### config.mk
export PLATFORM = sky130hd
export DESIGN_NAME = tile_row_renderer
export DESIGN_NICKNAME = d
export VERILOG_FILES = /design/src/rtl/tile_pkg.sv /design/src/rtl/row_capture_buffer.sv /design/src/rtl/tile_row_renderer.sv
export SDC_FILE = /design/constraint.sdc
export NUM_CORES = 1
export LEC_CHECK = 0
export CAP_MARGIN = 20
export CORE_MARGIN = 10
export CORE_UTILIZATION = 55
export CTS_CLUSTER_DIAMETER = 60
export DETAILED_ROUTE_END_ITERATION = 8
export PLACE_DENSITY = 0.84
export SLEW_MARGIN = 20
export SYNTH_ARGS = -nofsm -noshare
export SYNTH_HDL_FRONTEND = slang
export SYNTH_SLANG_ARGS = --single-unit
export TNS_END_PERCENT = 1
### constraint.sdc
create_clock -name clk -period 9.3 [get_ports clk]
set_input_delay 2.79 -clock clk [delete_from_list [all_inputs] [get_ports clk]]
set_output_delay 2.79 -clock clk [all_outputs]
set_load 0.05 [all_outputs]
### src/rtl/tile_pkg.sv
// Shared types and helpers for the snake tile-row renderer: directions,
// colour indices, within-tile region decode and segment connectivity.
package tile_pkg;

    typedef enum logic [1:0] {
        DIR_UP    = 2'd0,
        DIR_DOWN  = 2'd1,
        DIR_LEFT  = 2'd2,
        DIR_RIGHT = 2'd3
    } dir_e;

    typedef enum logic [1:0] {
        BLACK = 2'd0,
        GREEN = 2'd1,
        RED   = 2'd2,
        WHITE = 2'd3
    } colour_e;

    function automatic logic [1:0] region_of(input logic [9:0] offset, input int tile_log2);
        int margin;
        int tile_px;
        margin  = 1 << (tile_log2 - 3);
        tile_px = 1 << tile_log2;
        if (int'(offset) < margin) return 2'd0;
        if (int'(offset) < tile_px - margin) return 2'd1;
        return 2'd2;
    endfunction

    // Connectivity nibble layout is {up, down, left, right}.
    function automatic logic [3:0] dir_bit(input dir_e dir);
        case (dir)
            DIR_UP:   return 4'b1000;
            DIR_DOWN: return 4'b0100;
            DIR_LEFT: return 4'b0010;
            default:  return 4'b0001;
        endcase
    endfunction

    function automatic logic [3:0] conn_bits(input dir_e dir, input dir_e prev_dir,
                                             input logic first, input logic last);
        logic [3:0] conn;
        conn = 4'b0000;
        if (!last) conn = conn | dir_bit(dir);
        if (!first) conn = conn | dir_bit(dir_e'(prev_dir ^ 2'd1));
        return conn;
    endfunction

endpackage

### src/rtl/row_capture_buffer.sv
// Ping-pong row buffers: captures segment connectivity for the next tile row
// while the current row is displayed, and swaps at the top of each tile row.
module row_capture_buffer
    import tile_pkg::*;
#(
    parameter int GRID_W      = 16,
    parameter int SCREEN_ROWS = 15,
    parameter int TW          = 5,
    parameter int XW          = 5,
    parameter int YW          = 4
) (
    input  logic          clk,
    input  logic          rst,
    input  logic          row_start,
    input  logic [TW-1:0] ty,
    input  logic          seg_valid,
    output logic          seg_ready,
    input  logic [XW-1:0] seg_x,
    input  logic [YW-1:0] seg_y,
    input  logic [1:0]    seg_dir,
    input  logic          seg_first,
    input  logic          seg_last,
    input  logic [XW-1:0] rd_x,
    output logic [3:0]    rd_conn
);

    localparam int NT = GRID_W + 2;

    logic [3:0]    cap_row  [NT];
    logic [3:0]    disp_row [NT];
    logic [YW-1:0] cap_ty;
    logic [YW-1:0] next_ty;
    dir_e          prev_dir;
    logic          swap;
    logic [3:0]    conn;

    // Blanking rows do not swap, so the row-0 capture made during the last
    // visible row survives until the top of the next frame.
    assign swap      = row_start && (int'(ty) < SCREEN_ROWS);
    assign seg_ready = !rst && !swap;
    assign next_ty   = (int'(ty) >= SCREEN_ROWS - 1) ? '0 : YW'(int'(ty) + 1);
    assign conn      = conn_bits(dir_e'(seg_dir), prev_dir, seg_first, seg_last);
    assign rd_conn   = (int'(rd_x) < NT) ? disp_row[rd_x] : 4'b0000;

    always_ff @(posedge clk) begin
        if (rst) begin
            for (int i = 0; i < NT; i++) begin
                cap_row[i]  <= 4'b0000;
                disp_row[i] <= 4'b0000;
            end
            cap_ty   <= YW'(1);
            prev_dir <= DIR_UP;
        end else if (swap) begin
            for (int i = 0; i < NT; i++) begin
                disp_row[i] <= cap_row[i];
                cap_row[i]  <= 4'b0000;
            end
            cap_ty <= next_ty;
        end else if (seg_valid && seg_ready) begin
            prev_dir <= dir_e'(seg_dir);
            if (seg_y == cap_ty && int'(seg_x) < NT)
                cap_row[seg_x] <= cap_row[seg_x] | conn;
        end
    end

endmodule

### src/rtl/tile_row_renderer.sv
// Pixel-rate tile renderer for the snake playfield (border, snake, apple).
// Optional build macro CHECKER_BG_EN: dark-grey checkerboard background.
module tile_row_renderer
    import tile_pkg::*;
#(
    parameter int GRID_W      = 16,
    parameter int GRID_H      = 13,
    parameter int TILE_LOG2   = 5,
    parameter int SCREEN_ROWS = 15,
    parameter int COLOR_BITS  = 2,
    parameter int FLASH_LOG2  = 4
) (
    input  logic                            clk,
    input  logic                            rst,
    input  logic [9:0]                      px,
    input  logic [9:0]                      py,
    input  logic                            visible,
    input  logic                            hsync_in,
    input  logic                            vsync_in,
    input  logic                            seg_valid,
    output logic                            seg_ready,
    input  logic [$clog2(GRID_W+2)-1:0]     seg_x,
    input  logic [$clog2(SCREEN_ROWS)-1:0]  seg_y,
    input  logic [1:0]                      seg_dir,
    input  logic                            seg_first,
    input  logic                            seg_last,
    input  logic [$clog2(GRID_W+2)-1:0]     apple_x,
    input  logic [$clog2(SCREEN_ROWS)-1:0]  apple_y,
    input  logic                            apple_valid,
    input  logic                            failure,
    input  logic                            success,
    output logic [COLOR_BITS-1:0]           r,
    output logic [COLOR_BITS-1:0]           g,
    output logic [COLOR_BITS-1:0]           b,
    output logic                            hsync,
    output logic                            vsync
);

    localparam int XW = $clog2(GRID_W + 2);
    localparam int YW = $clog2(SCREEN_ROWS);
    localparam int TW = 10 - TILE_LOG2;

    logic [TW-1:0]        tx, ty;
    logic [TILE_LOG2-1:0] u, v;
    logic [1:0]           ru, rv;
    logic                 row_start, border, centre, arm, apple_hit, grey;
    logic [3:0]           rd_conn, conn;
    logic [FLASH_LOG2:0]  frame_cnt;
    colour_e              colour;

    function automatic logic [COLOR_BITS-1:0] chan(input logic full, input logic lsb);
        return full ? '1 : COLOR_BITS'(lsb);
    endfunction

    assign tx        = px[9:TILE_LOG2];
    assign ty        = py[9:TILE_LOG2];
    assign u         = px[TILE_LOG2-1:0];
    assign v         = py[TILE_LOG2-1:0];
    assign ru        = region_of(10'(u), TILE_LOG2);
    assign rv        = region_of(10'(v), TILE_LOG2);
    assign row_start = (px == 10'd0) && (v == '0);

    row_capture_buffer #(
        .GRID_W      (GRID_W),
        .SCREEN_ROWS (SCREEN_ROWS),
        .TW          (TW),
        .XW          (XW),
        .YW          (YW)
    ) u_buf (
        .clk       (clk),
        .rst       (rst),
        .row_start (row_start),
        .ty        (ty),
        .seg_valid (seg_valid),
        .seg_ready (seg_ready),
        .seg_x     (seg_x),
        .seg_y     (seg_y),
        .seg_dir   (seg_dir),
        .seg_first (seg_first),
        .seg_last  (seg_last),
        .rd_x      (XW'(tx)),
        .rd_conn   (rd_conn)
    );

    // Guard against tx aliasing into the buffer after truncation to XW bits.
    assign conn      = (int'(tx) <= GRID_W + 1) ? rd_conn : 4'b0000;
    assign border    = (tx == '0) || (int'(tx) == GRID_W + 1) ||
                       (ty == '0) || (int'(ty) == GRID_H + 1);
    assign centre    = (ru == 2'd1) && (rv == 2'd1);
    assign arm       = (ru == 2'd1 && rv == 2'd0 && conn[3]) ||
                       (ru == 2'd1 && rv == 2'd2 && conn[2]) ||
                       (ru == 2'd0 && rv == 2'd1 && conn[1]) ||
                       (ru == 2'd2 && rv == 2'd1 && conn[0]);
    assign apple_hit = apple_valid && (int'(tx) == int'(apple_x)) && (int'(ty) == int'(apple_y));

    always_ff @(posedge clk) begin
        if (rst) frame_cnt <= '0;
        else if (px == 10'd0 && py == 10'd0) frame_cnt <= frame_cnt + 1'b1;
    end

    always_comb begin
        colour = BLACK;
        grey   = 1'b0;
        if (!visible) begin
            colour = BLACK;
        end else if (border) begin
            if (failure) colour = RED;
            else if (success) colour = frame_cnt[FLASH_LOG2] ? GREEN : WHITE;
            else colour = WHITE;
        end else if ((centre && conn != 4'b0000) || arm) begin
            colour = GREEN;
        end else if (centre && apple_hit) begin
            colour = RED;
        end else begin
`ifdef CHECKER_BG_EN
            grey = tx[0] ^ ty[0];
`else
            grey = 1'b0;
`endif
        end
    end

    always_ff @(posedge clk) begin
        if (rst) begin
            r     <= '0;
            g     <= '0;
            b     <= '0;
            hsync <= 1'b1;
            vsync <= 1'b1;
        end else begin
            r     <= chan(colour == RED || colour == WHITE, grey);
            g     <= chan(colour == GREEN || colour == WHITE, grey);
            b     <= chan(colour == WHITE, grey);
            hsync <= hsync_in;
            vsync <= vsync_in;
        end
    end

endmodule

# ---- After elaboration in Yosys (flattened, before gate mapping)
# Memories as Yosys holds them, arrays and structs flattened.
# Cells that the tools add are included.
dict set report word_totals {
  romBits 0
  out_inout_bits 9
  latchBits 0
  mem_count 2
  ff_bits 19
  input_bits 51
  elab_cells 200
  ramBits 144
}
# name depth width read_ports rd_clocked_by_memory_dff write_ports line
set mem_list {}
lappend mem_list {u_buf.cap_row 18 4 19 0 18 row_capture_buffer.sv:29} ;# logic [3:0] cap_row [NT];
lappend mem_list {u_buf.disp_row 18 4 1 0 18 row_capture_buffer.sv:30} ;# logic [3:0] disp_row [NT];
dict set report op_classes {
  div 0
  n_reduce_logical 42
  n_bitwise 40
  n_mux 81
  mul 0
  eq_ne 16
  magnitude_cmp 9
  shift 0
  add_sub_neg 2
}
# operator count
set op_table {}
lappend op_table {{two-way mux 4 bit} 43}
lappend op_table {{two-way mux 2 bit} 18}
lappend op_table {{bitwise OR 1 bit} 36}
lappend op_table {{one-hot mux 4 bit (3 select lines)} 2}
lappend op_table {{logical NOT 10 bit} 2}
lappend op_table {{less-than comparator 5 bit (second input constant)} 4}
lappend op_table {{logical AND 1 bit} 19}
lappend op_table {{two-way mux 1 bit} 17}
lappend op_table {{logical NOT 5 bit} 3}
lappend op_table {{== test 2 bit (second input constant)} 6}
lappend op_table {{== test 2 x 1 -> 1 bit (second input constant)} 5}
lappend op_table {{== test 5 bit} 2}
lappend op_table {{== test 5 bit (second input constant)} 2}
lappend op_table {{less-than comparator 5 x 3 -> 1 bit (second input constant)} 2}
lappend op_table {{logical OR 1 bit} 9}
lappend op_table {{logical NOT 2 bit} 4}
lappend op_table {{bitwise OR 4 bit} 2}
lappend op_table {{adder 5 x 1 -> 5 bit (second input constant)} 1}
lappend op_table {{greater-or-equal comparator 5 x 4 -> 1 bit (second input constant)} 1}
lappend op_table {{<= comparator 5 bit (second input constant)} 1}
lappend op_table {{less-than comparator 5 x 4 -> 1 bit (second input constant)} 1}
lappend op_table {{two-way mux 5 bit} 1}
lappend op_table {{adder 4 x 1 -> 4 bit (second input constant)} 1}
lappend op_table {{== test 4 bit} 1}
lappend op_table {{5 further kinds} 7}

# ---- Depth between registers and ports, before layout
# Gate-level depths: netlist of the first run.
dict set report depth {
  ltp_word 18
  ltp_mapped 9
  ltp_nobuf 8
}

# ---- By module
# Synthesis of the first run repeated with hierarchy kept, for this count alone.
dict set report hier_totals {
  hier_cells 717
  hier_area_um2 10010.9
}
# module cells_per_inst area_per_inst_um2 n_inst seq_area_each_um2
set by_module_without_submodules {}
lappend by_module_without_submodules {row_capture_buffer 631 9295.2 1 6125.9}
lappend by_module_without_submodules {tile_row_renderer 86 715.7 1 200.2}

# ---- Worst setup path before layout of the first run
# Ideal clock, no wire load.
dict set report synth_path {
  path_kind {input port to output port}
  start {input port py[3]}
  end {output port seg_ready}
  arrival_time_ps 4486
  path_buffers 2
  stages 5
  slack_ps 2024
  required_time_ps 6510
  path_cell_list {or3_1 -> or4_1 -> o41a_1 -> clkbuf_1 -> clkbuf_1}
}
dict set report synth_between {
  elab_chain_len 5
}
# item line
set synth_lines {}
lappend synth_lines {{start, declared} tile_row_renderer.sv:16} ;# input logic [9:0] py,
lappend synth_lines {{logical NOT 5 bit} tile_row_renderer.sv:61} ;# assign row_start = (px == 10'd0) && (v == '0);
lappend synth_lines {{logical AND 1 bit} tile_row_renderer.sv:61}
lappend synth_lines {{logical AND 1 bit} row_capture_buffer.sv:39} ;# assign swap = row_start && (int'(ty) < SCREEN_ROWS);
lappend synth_lines {{logical NOT 1 bit} row_capture_buffer.sv:40} ;# assign seg_ready = !rst && !swap;
lappend synth_lines {{logical AND 1 bit} row_capture_buffer.sv:40}
lappend synth_lines {{end, declared} tile_row_renderer.sv:21} ;# output logic seg_ready,
# No other way between the ends.

# ---- Worst setup path after layout of the first run
# Ends and elaborated chain as after synthesis.

==> results.py, run 1 <==
metrics = {
    "finish": {
        "layout-drive-gt1-share_pct": 14.2,
        "nFillCells": 1205,
        "area.growth.synth_to_final_pct": 16.7,
        "nNetsFinal": 826,
        "antennaDiodeCount": 0,
        "multi_input_area_um2": 3410,
        "regArea_um2": 6330,
    },
    "power_and_ir_drop": {
        "power.total_w": 0.00221,
        "pwr_density_cell_nw_per_um2": 194,
        "leakage_nw": 4.19,
        "peakVddDrop_mv": 0.183,
    },
    "die": {
        "dieWidth_um": 153,
        "start_util_pct": 56.4,
        "row_count": 48,
        "pin_count": 60,
        "die_y_um": 153,
        "die-area_um2": 23500,
        "core_area_um2": 17400,
    },
    "route": {
        "drcViolationCount": 0,
        "avgRoutedWirePerCell_um": 20.5,
        "drt-total-wl_mm": 20.7,
        "drtAntennaViolNets": 0,
        "dr.pass1.iters": 6,
        "routed_via_density": 5.77,
        "drtIter0Drc": 674,
        "vias": 5842,
    },
    "hold_path": {
        "holdPathEnd": "u_buf.cap_ty[3]",
        "hold_path_class": "reg2reg",
        "hold_depth": 2,
        "min_from": "u_buf.cap_ty[3]",
    },
    "clock_network": {
        "clock_latency_ns": 0.51,
        "post_cts_resized": 0,
        "cts-buffers-inserted": 23,
        "clkTransAtPathRegs_ns": 0.06,
        "clkSinkCount": 216,
        "cts_buffer_depth": 3,
        "ctsHoldBuffers": 0,
        "cts_tree": "built",
        "h-tree-depth": 1,
        "post_cts_buffers": 0,
        "cts_root_buffer": "clkbuf_16",
    },
    "sta": {
        "clock_skew_ns": 0.0105,
        "worst_pin_slew_ns": 1.04,
        "setup_violations": 0,
        "hold_viol_final": 0,
        "max_freq_mhz": 132,
        "rsz0062_at_grt": "false",
        "setup_tns_ns": 0,
        "period_minus_slack_ns": 7.56,
        "relSlewSlack_pct": 30.9,
        "worst_hold_slack_ns": 0.482,
        "drv_slew": 0,
        "finalCritPeriodShare_pct": 81.3,
    },
    "synthesis": {
        "synth_flop_cell": "edfxtp_1",
        "seq_area_frac_synth_pct": 64.6,
        "synth_area_leaders": "edfxtp_1 61%, mux4_2 12%, and2_1 4.6%",
        "synth_fa_ha_area_share_pct": 0.511,
        "synth_compound_area_share_pct": 2.85,
        "ys_async_sr_fraction_pct": 0,
        "syn_area_um2": 9800,
        "synth-xor-area-share_pct": 1.79,
        "yosys.area.top_type": "edfxtp_1",
        "synth_top_family_by_area": "multiplexers",
        "syn_avg_cell_area_um2": 14.7,
        "syn_inst": 666,
        "synth.area.mux_share_pct": 13.8,
        "yosys_warnings": 0,
        "synth_top_cell_area_share_pct": 61.3,
        "synth_edf_count": 200,
        "yosys.area_share.simple_pct": 13.6,
        "yosys-top-cells-count": "200 x edfxtp_1, 95 x nor2_1, 72 x and2_1, 53 x mux4_2, 45 x nand2_1",
        "synth_most_common_cell": "edfxtp_1",
        "ys_ff_latch": 216,
        "synth.distinct_cells": 55,
    },
    "worst_setup_path": {
        "ff2ff_setup_slack_ns": 6.31,
        "timing.rr.start": "u_buf.cap_row[10][1]",
        "crit_path_start_kind": "input pin",
        "cp_max_fo": 4,
        "end_kind": "output port",
        "r2r_cells": 6,
        "worstPathRequired_ns": 6.51,
        "worstSetupPathType": "in2out",
        "reg2reg_to": "u_buf.cap_row[24][1]",
        "arrival_ns": 4.77,
    },
    "placement": {
        "io_buffers": 59,
        "dp_hpwl_mm": 14.7,
        "finalWeightedCongestion": 0.959,
    },
    "global_routing": {
        "grt_pass1_vias": 5850,
        "grt_pass1_wl_mm": 32.6,
        "gr-total-overflow": 0,
        "antenna_found_initial": 0,
        "track_usage_pct": 17.4,
        "grt_max_degree": 48,
    },
    "job": {
        "maxCapViolations": 0,
    },
    "outcome": {
        "outcome": "finished, final reports clean",
    },
}
-- cell usage in the layout (no fill, tap or decap), drive strengths merged, types with 15 or more instances in the layout --
master	n
mux4	53
dfxtp	16
mux2i	15
clkbuf	29
clkdlybuf4s50	56
nand2	45
inv	15
edfxtp	200
xnor2	16
conb	56
nor2	95
and2	72
-- final cells by class --
class                      count  area share [%]
sequential                   216            55.3
inverter                      14           0.460
timing repair buffer          66            5.52
clock inverter                12            1.04
tap                          225            2.46
multi-input combinational    450            29.9
clock buffer                  29            5.32
-- routing by layer --
layer	vias to the layer above	GRT usage, %	part of all wire (%)
met2	270	28.9	49
li1	2638	-	-
met4	0	5.40	2.9
met1	2885	22.0	39
met3	49	4.18	8.4
met5	-	0	0
-- stage by stage --
step	instances	setup WS, ns	cell area (µm²)	utilization [%]
finish	1012	1.74	11400	65.9
global route	1012	1.69	11400	65.9
CTS	1012	1.75	11400	65.8
detailed placement	971	1.76	10700	61.6
global placement	971	1.76	10700	61.6
floorplan	721	2.02	10000	-
-- worst max-delay path by stage --
stage / start / to / depth (start not counted)
floorplan: py[3] / seg_ready / 5
global placement: py[3] / seg_ready / 5
detailed placement: py[3] / seg_ready / 5
CTS: py[3] / seg_ready / 5
global route: py[3] / seg_ready / 5
finish: py[3] / seg_ready / 5
-- logic make-up (layout without fill, tap and decap cells) --
family / count (synthesis) / after routing
other cells: 1 / 56
flops: 216 / 216
fa+ha+maj: 4 / 4
compound gates: 33 / 33
buf+inv: 55 / 121
simple gates: 268 / 268
xor+xnor: 20 / 20
mux: 69 / 69
-- sequential cells by signal (all words and copies together) (netlist names) --
| name | count |
|---|---|
| u_buf.cap_row | 128 |
| u_buf.disp_row | 72 |
| frame_cnt | 5 |
| u_buf.cap_ty | 4 |
| u_buf.prev_dir | 2 |
| b | 1 |
| g | 1 |
| hsync | 1 |
| r | 1 |
| vsync | 1 |
-- worst max-delay path, cell delays in order --
cell and delay (ns):
clkdlybuf4s50_1 0.42, or3_1 0.44, or4_1 0.44, o41a_1 0.44, buf_4 0.24
-- where the power goes --
group / internal [W] / switching [W]
sequential: 0.00112 / 0.0000167
combinational: 0.0000836 / 0.000115
clock: 0.000519 / 0.000357
total: 0.00172 / 0.000489
No activity file was read; power rests on OpenSTA's default activity.
==> run 2: changes to the inputs <==
==> constraint.sdc (replaced) <==
create_clock -name clk -period 7.2 [get_ports clk]
set_input_delay 2.16 -clock clk [delete_from_list [all_inputs] [get_ports clk]]
set_output_delay 2.16 -clock clk [all_outputs]
set_load 0.05 [all_outputs]
==> run 2 against run 1 <==
Net effect:
- die area unchanged
- utilization decreased by 0.15 points
- clock power increased by 21%
- global-route usage increased by 0.13 points
- clock-buffer cell count increased by 6
- first-iteration DRC count increased by 5.3%
- critical path depth unchanged
- clock skew increased by 0.0031 ns
- via count increased by 1.6%
- non-clock buffer count increased by 3
- final area decreased by 0.23%
- critical path type unchanged
==> results.py, run 2 (synthesis gave the netlist of run 1 again) <==
metrics = {
    "worst_setup_path": {
        "worstSetupPathType": "in2out",
        "end_kind": "output port",
        "worstPathRequired_ns": 5.04,
        "crit_path_start_kind": "input pin",
        "cp_max_fo": 4,
        "arrival_ns": 4.19,
    },
    "placement": {
        "finalWeightedCongestion": 0.913,
        "dp_slack_ns": 0.886,
        "dp.cells": 974,
        "dp_hpwl_mm": 15.1,
        "dpl_cell_area_um2": 10700,
        "io_buffers": 59,
    },
    "route": {
        "dr.pass1.iters": 5,
        "drtIter0Drc": 710,
        "drt-total-wl_mm": 21.0,
        "avgRoutedWirePerCell_um": 20.7,
        "routed_via_density": 5.85,
        "vias": 5933,
        "drcViolationCount": 0,
        "drtAntennaViolNets": 0,
    },
    "power_and_ir_drop": {
        "peakVddDrop_mv": 0.209,
        "leakage_nw": 4.19,
        "pwr_density_cell_nw_per_um2": 245,
    },
    "finish": {
        "regMostFlops": "u_buf.cap_row",
        "fin_area_um2": 11400,
        "area.growth.synth_to_final_pct": 16.4,
        "layout-drive-gt1-share_pct": 13.9,
        "nNetsFinal": 829,
        "final_cell_mix": "200 x edfxtp_1, 95 x nor2_1, 72 x and2_1",
        "instances_no_fill": 1015,
        "nFillCells": 1211,
        "largest_reg_flops": 128,
        "antennaDiodeCount": 0,
        "final_common_cell": "edfxtp_1",
        "reg_top3": "u_buf.cap_row (128), u_buf.disp_row (72), frame_cnt (5)",
        "multi_input_area_um2": 3410,
        "regArea_um2": 6330,
    },
    "die": {
        "row_count": 48,
        "die-area_um2": 23500,
        "dieWidth_um": 153,
        "start_util_pct": 56.4,
        "die_y_um": 153,
        "core_area_um2": 17400,
        "pin_count": 60,
    },
    "sta": {
        "max_freq_mhz": 157,
        "setup_violations": 0,
        "drv_slew": 0,
        "clock_skew_ns": 0.0135,
        "setup_tns_ns": 0,
        "worst_pin_slew_ns": 1.03,
        "period_minus_slack_ns": 6.35,
        "setup_ws_ns": 0.847,
        "hold_viol_final": 0,
        "finalCritPeriodShare_pct": 88.2,
        "relSlewSlack_pct": 31.0,
        "rsz0062_at_grt": "false",
    },
    "clock_network": {
        "post_cts_resized": 0,
        "cts-buffers-inserted": 23,
        "clock_latency_ns": 0.50,
        "cts_tree": "built",
        "clkSinkCount": 216,
        "cts_buffer_depth": 3,
        "h-tree-depth": 1,
        "cts_root_buffer": "clkbuf_16",
        "clkTransAtPathRegs_ns": 0.06,
        "ctsHoldBuffers": 0,
        "post_cts_buffers": 0,
    },
    "global_routing": {
        "track_usage_pct": 17.5,
        "gr-total-overflow": 0,
        "grt_pass1_vias": 6137,
        "grt_pass1_wl_mm": 33.1,
        "grt_max_degree": 41,
        "antenna_found_initial": 0,
    },
    "outcome": {
        "outcome": "finished, final reports clean",
    },
    "job": {
        "maxCapViolations": 0,
    },
    "hold_path": {
        "hold_path_class": "reg2reg",
    },
}
## run 2: worst max-delay path, cell delays in order
cell	delay (ns)
clkdlybuf4s50_1	0.42
or3_1	0.45
or4_1	0.46
o41a_1	0.48
buf_12	0.22
## run 2: area by class of cell
| class | count | share of cell area, % |
|---|---|---|
| Sequential cell | 216 | 55.5 |
| Multi-Input combinational cell | 450 | 29.9 |
| Timing Repair Buffer | 69 | 5.84 |
| Clock buffer | 35 | 5.62 |
| Tap cell | 225 | 2.47 |
| Inverter | 14 | 0.461 |
| Clock inverter | 6 | 0.274 |
## run 2: metal layers
layer  routed length (µm)  share of wire (%)  track usage [%]
met1                 8070                 38             21.7
met3                 1860                8.9             4.12
met5                    0                  0                0
met4                  566                2.7             5.44
met2                10500                 50             29.7
## run 2: path summary, 6_finish.rpt
check / start / endpoint / slack, ns / cells past startpoint
worst max register to register: u_buf.cap_row[2][1] / u_buf.cap_row[25][1] / 4.16 / 6
worst max-delay path: py[3] / seg_ready / 0.85 / 5
worst min-delay path: u_buf.cap_ty[3] / u_buf.cap_ty[3] / 0.47 / 2
worst min register to register: u_buf.cap_ty[3] / u_buf.cap_ty[3] / 0.47 / 2
## run 2: power by group
group,internal [W],total (W),leakage (nW),switching (W)
registers,0.00145,0.00147,2.15,0.0000220
clock network,0.000612,0.00106,0.329,0.000451
logic,0.000109,0.000259,1.71,0.000150
total,0.00217,0.00279,4.19,0.000623
## run 2: metrics by stage
stage               power, W  utilization (%)  hold slack (ns)
detailed placement   0.00175             61.8            0.456
global route         0.00288             65.7            0.479
finish               0.00279             65.7            0.467
global placement     0.00174             61.8            0.450
floorplan            0.00166                -            0.437
CTS                  0.00281             65.7            0.464
